File: src/rtl/issue_pkg.sv
// Shared issue-path types: instruction word, buffer pointer, field offsets.
// Used by fetch_buffer, fb_storage and the decoder.
package issue_pkg;
  localparam int INSTR_W  = 16;
  localparam int FB_DEPTH = 8;
  localparam int FIELD_W  = 4;
  localparam int OP_LSB   = 12;
  localparam int DES_LSB  = 8;
  localparam int S1_LSB   = 4;
  localparam int S2_LSB   = 0;
  localparam int IME_LSB  = 0;

  typedef logic [INSTR_W-1:0] instr_t;
  typedef logic [$clog2(FB_DEPTH)-1:0] fb_ptr_t;

  function automatic logic [FIELD_W-1:0] op_of(input instr_t i);
    return i[OP_LSB +: FIELD_W];
  endfunction
endpackage

File: src/rtl/fb_storage.sv
// Fetch buffer storage: DEPTH x INSTR_W array, two write ports at wptr and
// wptr+1, two read ports at rptr and rptr+1 (modulo DEPTH). Not reset.
module fb_storage
  import issue_pkg::*;
#(
  parameter int DEPTH   = FB_DEPTH,
  parameter int INSTR_W = issue_pkg::INSTR_W
) (
  input  logic                     clk,
  input  logic                     we1,
  input  logic                     we2,
  input  logic [$clog2(DEPTH)-1:0] wptr,
  input  logic [INSTR_W-1:0]       wd1,
  input  logic [INSTR_W-1:0]       wd2,
  input  logic [$clog2(DEPTH)-1:0] rptr,
  output logic [INSTR_W-1:0]       rd1,
  output logic [INSTR_W-1:0]       rd2
);
  localparam int PW = $clog2(DEPTH);

  logic [INSTR_W-1:0] mem [DEPTH];
  logic [PW-1:0]      wptr2;
  logic [PW-1:0]      rptr2;

  assign wptr2 = wptr + PW'(1);
  assign rptr2 = rptr + PW'(1);

  always_ff @(posedge clk) begin
    if (we1) mem[wptr]  <= wd1;
    if (we2) mem[wptr2] <= wd2;
  end

  assign rd1 = mem[rptr];
  assign rd2 = mem[rptr2];
endmodule

File: src/rtl/fetch_buffer.sv
// Two-in/two-out circular instruction buffer between fetch and issue.
// Ports: clk, rst (async low), fetch_{1,2}_{vld,instr}, fetch_ready,
// iq_stall, flush_en, new_instr{1,2}_in, ins_new_{1,2}_vld, fb_count,
// fb_empty, fb_full. Macro FETCH_BUF_BYPASS_EN: same-cycle path when empty.
module fetch_buffer
  import issue_pkg::*;
#(
  parameter int DEPTH   = FB_DEPTH,
  parameter int INSTR_W = issue_pkg::INSTR_W
) (
  input  logic                     clk,
  input  logic                     rst,
  input  logic                     fetch_1_vld,
  input  logic [INSTR_W-1:0]       fetch_1_instr,
  input  logic                     fetch_2_vld,
  input  logic [INSTR_W-1:0]       fetch_2_instr,
  output logic                     fetch_ready,
  input  logic                     iq_stall,
  input  logic                     flush_en,
  output logic [INSTR_W-1:0]       new_instr1_in,
  output logic [INSTR_W-1:0]       new_instr2_in,
  output logic                     ins_new_1_vld,
  output logic                     ins_new_2_vld,
  output logic [$clog2(DEPTH):0]   fb_count,
  output logic                     fb_empty,
  output logic                     fb_full
);
  localparam int PW = $clog2(DEPTH);
  localparam int CW = PW + 1;

  logic [PW-1:0]      head, tail;
  logic [CW-1:0]      count;
  logic [INSTR_W-1:0] rd1, rd2;
  logic               buf_v1, buf_v2;
  logic               byp;
  logic               push_ok;
  logic [1:0]         push_n, pop_n;

  assign buf_v1      = (count != '0);
  assign buf_v2      = (count > CW'(1));
  assign fetch_ready = (count <= CW'(DEPTH-2));

`ifdef FETCH_BUF_BYPASS_EN
  assign byp = (count == '0) & ~flush_en;
`else
  assign byp = 1'b0;
`endif

  // Bypassed slots taken by issue this cycle never enter storage.
  assign push_ok = fetch_ready & ~flush_en & fetch_1_vld & ~(byp & ~iq_stall);
  assign push_n  = push_ok ? (fetch_2_vld ? 2'd2 : 2'd1) : 2'd0;

  always_comb begin
    ins_new_1_vld = 1'b0;
    ins_new_2_vld = 1'b0;
    new_instr1_in = '0;
    new_instr2_in = '0;
    if (byp) begin
      ins_new_1_vld = fetch_1_vld;
      ins_new_2_vld = fetch_1_vld & fetch_2_vld;
      if (fetch_1_vld)   new_instr1_in = fetch_1_instr;
      if (ins_new_2_vld) new_instr2_in = fetch_2_instr;
    end else begin
      ins_new_1_vld = buf_v1 & ~flush_en;
      ins_new_2_vld = buf_v2 & ~flush_en;
      if (buf_v1) new_instr1_in = rd1;
      if (buf_v2) new_instr2_in = rd2;
    end
  end

  // Storage pops only; a bypass hit has nothing buffered to remove.
  assign pop_n = (iq_stall | byp) ? 2'd0
               : {1'b0, ins_new_1_vld} + {1'b0, ins_new_2_vld};

  always_ff @(posedge clk or negedge rst) begin
    if (!rst) begin
      head  <= '0;
      tail  <= '0;
      count <= '0;
    end else if (flush_en) begin
      head  <= '0;
      tail  <= '0;
      count <= '0;
    end else begin
      head  <= head + PW'(pop_n);
      tail  <= tail + PW'(push_n);
      count <= count + CW'(push_n) - CW'(pop_n);
    end
  end

  fb_storage #(
    .DEPTH   (DEPTH),
    .INSTR_W (INSTR_W)
  ) u_storage (
    .clk  (clk),
    .we1  (push_n != 2'd0),
    .we2  (push_n == 2'd2),
    .wptr (tail),
    .wd1  (fetch_1_instr),
    .wd2  (fetch_2_instr),
    .rptr (head),
    .rd1  (rd1),
    .rd2  (rd2)
  );

  assign fb_count = count;
  assign fb_empty = (count == '0);
  assign fb_full  = (count == CW'(DEPTH));

  a_slot2_alone: assert property (
    @(posedge clk) disable iff (!rst) !(fetch_2_vld && !fetch_1_vld));
endmodule

File: config.mk
export PLATFORM = sky130hd
export DESIGN_NAME = fetch_buffer
export DESIGN_NICKNAME = d
export VERILOG_FILES = /design/src/rtl/issue_pkg.sv /design/src/rtl/fb_storage.sv /design/src/rtl/fetch_buffer.sv
export SDC_FILE = /design/constraint.sdc
export NUM_CORES = 1
export LEC_CHECK = 0
export BUFFER_PORTS_ARGS = -buffer_cell sky130_fd_sc_hd__buf_4
export CORE_MARGIN = 5
export CORE_UTILIZATION = 50
export DETAILED_ROUTE_END_ITERATION = 12
export PLACE_DENSITY = 0.69
export RECOVER_POWER = 100
export SLEW_MARGIN = 10
export SYNTH_ARGS = -nofsm -noshare
export SYNTH_HDL_FRONTEND = slang
export SYNTH_HIERARCHICAL = 1
export SYNTH_SLANG_ARGS = --single-unit
File: constraint.sdc
create_clock -name clk -period 3.6 [get_ports clk]
set_clock_uncertainty 0.05 [all_clocks]
set_input_delay 1.08 -clock clk [delete_from_list [all_inputs] [get_ports clk]]
set_output_delay 1.08 -clock clk [all_outputs]
set_load 0.05 [all_outputs]
==> impl_metrics.ini <==
[outcome]
status = finished clean

[pwr]
powerDensity_nw_per_um2 = 737
ir_worst_vdd_v = 0.000541
power_leakage_nw = 3.62

[setup_path]
path_common_cell = buf_4
crit_slowest_cell = mux4_2
critPathMaxFanout = 20
worstSetupStartpointType = flip-flop
path_cells = buf_4 -> mux4_2 -> mux2_2 -> nor2b_1 -> buf_4
critical_path_required_ns = 2.47
end_kind = output port
worst-setup-path-type = flip-flop to output port
critPathArrivalTime_ns = 2.43
slowest_delay_ns = 0.60

[placement]
pre_cts_slack_ns = 0.154
io_buffers = 78
place_area_um2 = 9710
routabilityCongestion = 0.856
hpwl_um = 15200
dpl.cell_count = 919

[synth]
synth-seq-cells = 138
yosys_warnings = 6
syn_nets = 681
ys_seq_area_share_pct = 47.3
syn_area_per_cell_um2 = 13.8
yosys_most_used_dff = edfxtp_1
ys_async_sr_fraction_pct = 7.25
synth_edf_count = 128
syn-cell-area_um2 = 8650
netlist_instances = 627
synth_cell_types = 41

[routing]
drtAntennaViolNets = 0
drc_errors = 0
viasPerCell = 6.23
detail_route.iter0.violations = 451
vias = 5943
wl_per_cell_um = 24.6
routed_wl_um = 23400
dr.pass1.iters = 5

[floorplan]
rows = 48
chipHeight_um = 142
core_um2 = 17100
pin_count = 79
die_area_um2 = 20000
die_w_um = 142
initial_core_util_pct = 50.5

[final_layout]
drive_above_1_share_pct = 44.2
nets = 770
n_antenna_cell = 0
fillers = 1357
fin_area_um2 = 10300
syn_to_final_growth_pct = 18.7
final_cell_mix = mux2_2, edfxtp_1, buf_4
final_common_cell = mux2_2
final_cell_count_no_fill = 954

[sta]
timing.fmax_mhz = 281
fin_crit_ns = 3.56
setup_violations = 0
tightest_slew_ns = 1.17
slew_violations = 0
max_slew_margin_pct = 22.3
rsz0062_at_grt = true
finalSetupTns_ns = 0
worst_slack_ns = 0.0379
finalCritPeriodShare_pct = 98.9
hold_viol = 0

[clock_network]
clk_latency_ns = 0.42
cts-htree-levels = 4
tritoncts = yes
clkSlewWorstSetupHoldPaths_ns = 0.06
cts_hold_buf = 0
cts_sinks = 138
cts_buffers = 17
clockRootBuffer = clkbuf_16
clock_path_buffers = 2

[grt]
grt_pass1_vias = 6166
antenna_found_initial = 0
overflow = 0
grt_max_degree = 82
gr-usage-all-layers_pct = 23.9
grt_first_pass_wirelength_um = 36100

[worst_hold_path]
hold_path_class = input port to async pin

[job]
maxCapViolations = 0
-- power by group --
part	total (mW)	internal (mW)	switching [mW]
sequential	1.91	1.84	0.0644
combinational	3.87	1.43	2.44
clock	1.79	1.14	0.648
total	7.57	4.42	3.15
-- cell families after synthesis --
logic type / Yosys count / synth area share (%)
buffers and inverters: 59 / 2.89
adder cells (fa/ha/maj): 16 / 2.66
flip-flops: 138 / 47.3
AO/OA/AOI/OAI: 46 / 4.53
XOR/XNOR: 7 / 0.883
AND/OR/NAND/NOR: 153 / 10.9
multiplexers: 208 / 30.8
-- state kept, by name (all words and copies together), names as in the netlist --
name           count
fb_count           4
head               3
tail               3
u_storage/mem    128
-- path summary, 6_finish.rpt --
check / startpoint / endpoint / slack (ns) / depth (start not counted)
min in group clk: fb_count[0] / fb_count[0] / 0.70 / 2
max: head[1] / new_instr1_in[10] / 0.04 / 5
min reg2reg: fb_count[0] / fb_count[0] / 0.70 / 2
max reg2reg: fb_count[3] / u_storage/mem[5][12] / 0.17 / 9
max in group asynchronous: rst / head[1] / 2.49 / 1
min: rst / fb_count[2] / 0.58 / 1
-- Yosys cell counts, types with 5 or more instances --
master | number | area share [%]
and3_1 | 32 | 2.3
clkbuf_1 | 23 | 1.0
mux2_1 | 9 | 1.2
dfrtp_1 | 10 | 2.9
mux2_2 | 135 | 18
buf_2 | 17 | 0.98
edfxtp_1 | 128 | 44
mux2i_1 | 32 | 3.7
nand2_1 | 5 | 0.22
a2111oi_0 | 32 | 3.2
nor2_1 | 9 | 0.39
and2_1 | 17 | 1.2
nand2b_1 | 7 | 0.51
inv_1 | 13 | 0.56
nor2b_1 | 53 | 3.8
mux4_2 | 32 | 8.3
ha_1 | 12 | 1.7
nor4_1 | 16 | 1.2
-- per-layer routing --
metal | up-vias | routed length (um) | global-route usage, %
met5 | - | 0 | 0
met4 | 0 | 361 | 7.83
met3 | 30 | 1480 | 4.11
met2 | 233 | 11600 | 39.9
met1 | 3021 | 10100 | 31.9
li1 | 2659 | - | -
-- worst max-delay path, delay by kind of cell (launching register included) --
kind | cells | cell delay [ns]
multiplexers | 2 | 0.88
buffers and inverters | 2 | 0.61
flip-flops | 1 | 0.39
AND/OR/NAND/NOR | 1 | 0.13
-- final cells by class --
cell class                      instances  area [um2]  share of cell area (%)
Clock buffer                           25         485                    4.73
Clock inverter                          7         116                    1.13
Inverter                               13        48.8                   0.475
Multi-Input combinational cell        430        4400                    42.9
Sequential cell                       138        4100                    39.9
Tap cell                              225         282                    2.74
Timing Repair Buffer                  116         836                    8.14
-- per-stage QoR --
stage / total power, mW / utilization, % / hold WS, ns
CTS: 7.59 / 60.5 / 0.418
detailed placement: 5.71 / 56.7 / 0.703
global placement: 5.66 / 56.7 / 0.687
floorplan: 4.59 / - / 0.446
finish: 7.57 / 60.0 / 0.584
global route: 7.92 / 60.0 / 0.611
-- what timing repair did --
action	4_1_cts	5_1_grt
buffers inserted	3	0
endpoints found under the setup margin	14	24
pin swaps	1	2
resized for setup	1	34
Power figures use the tool's default switching activity.
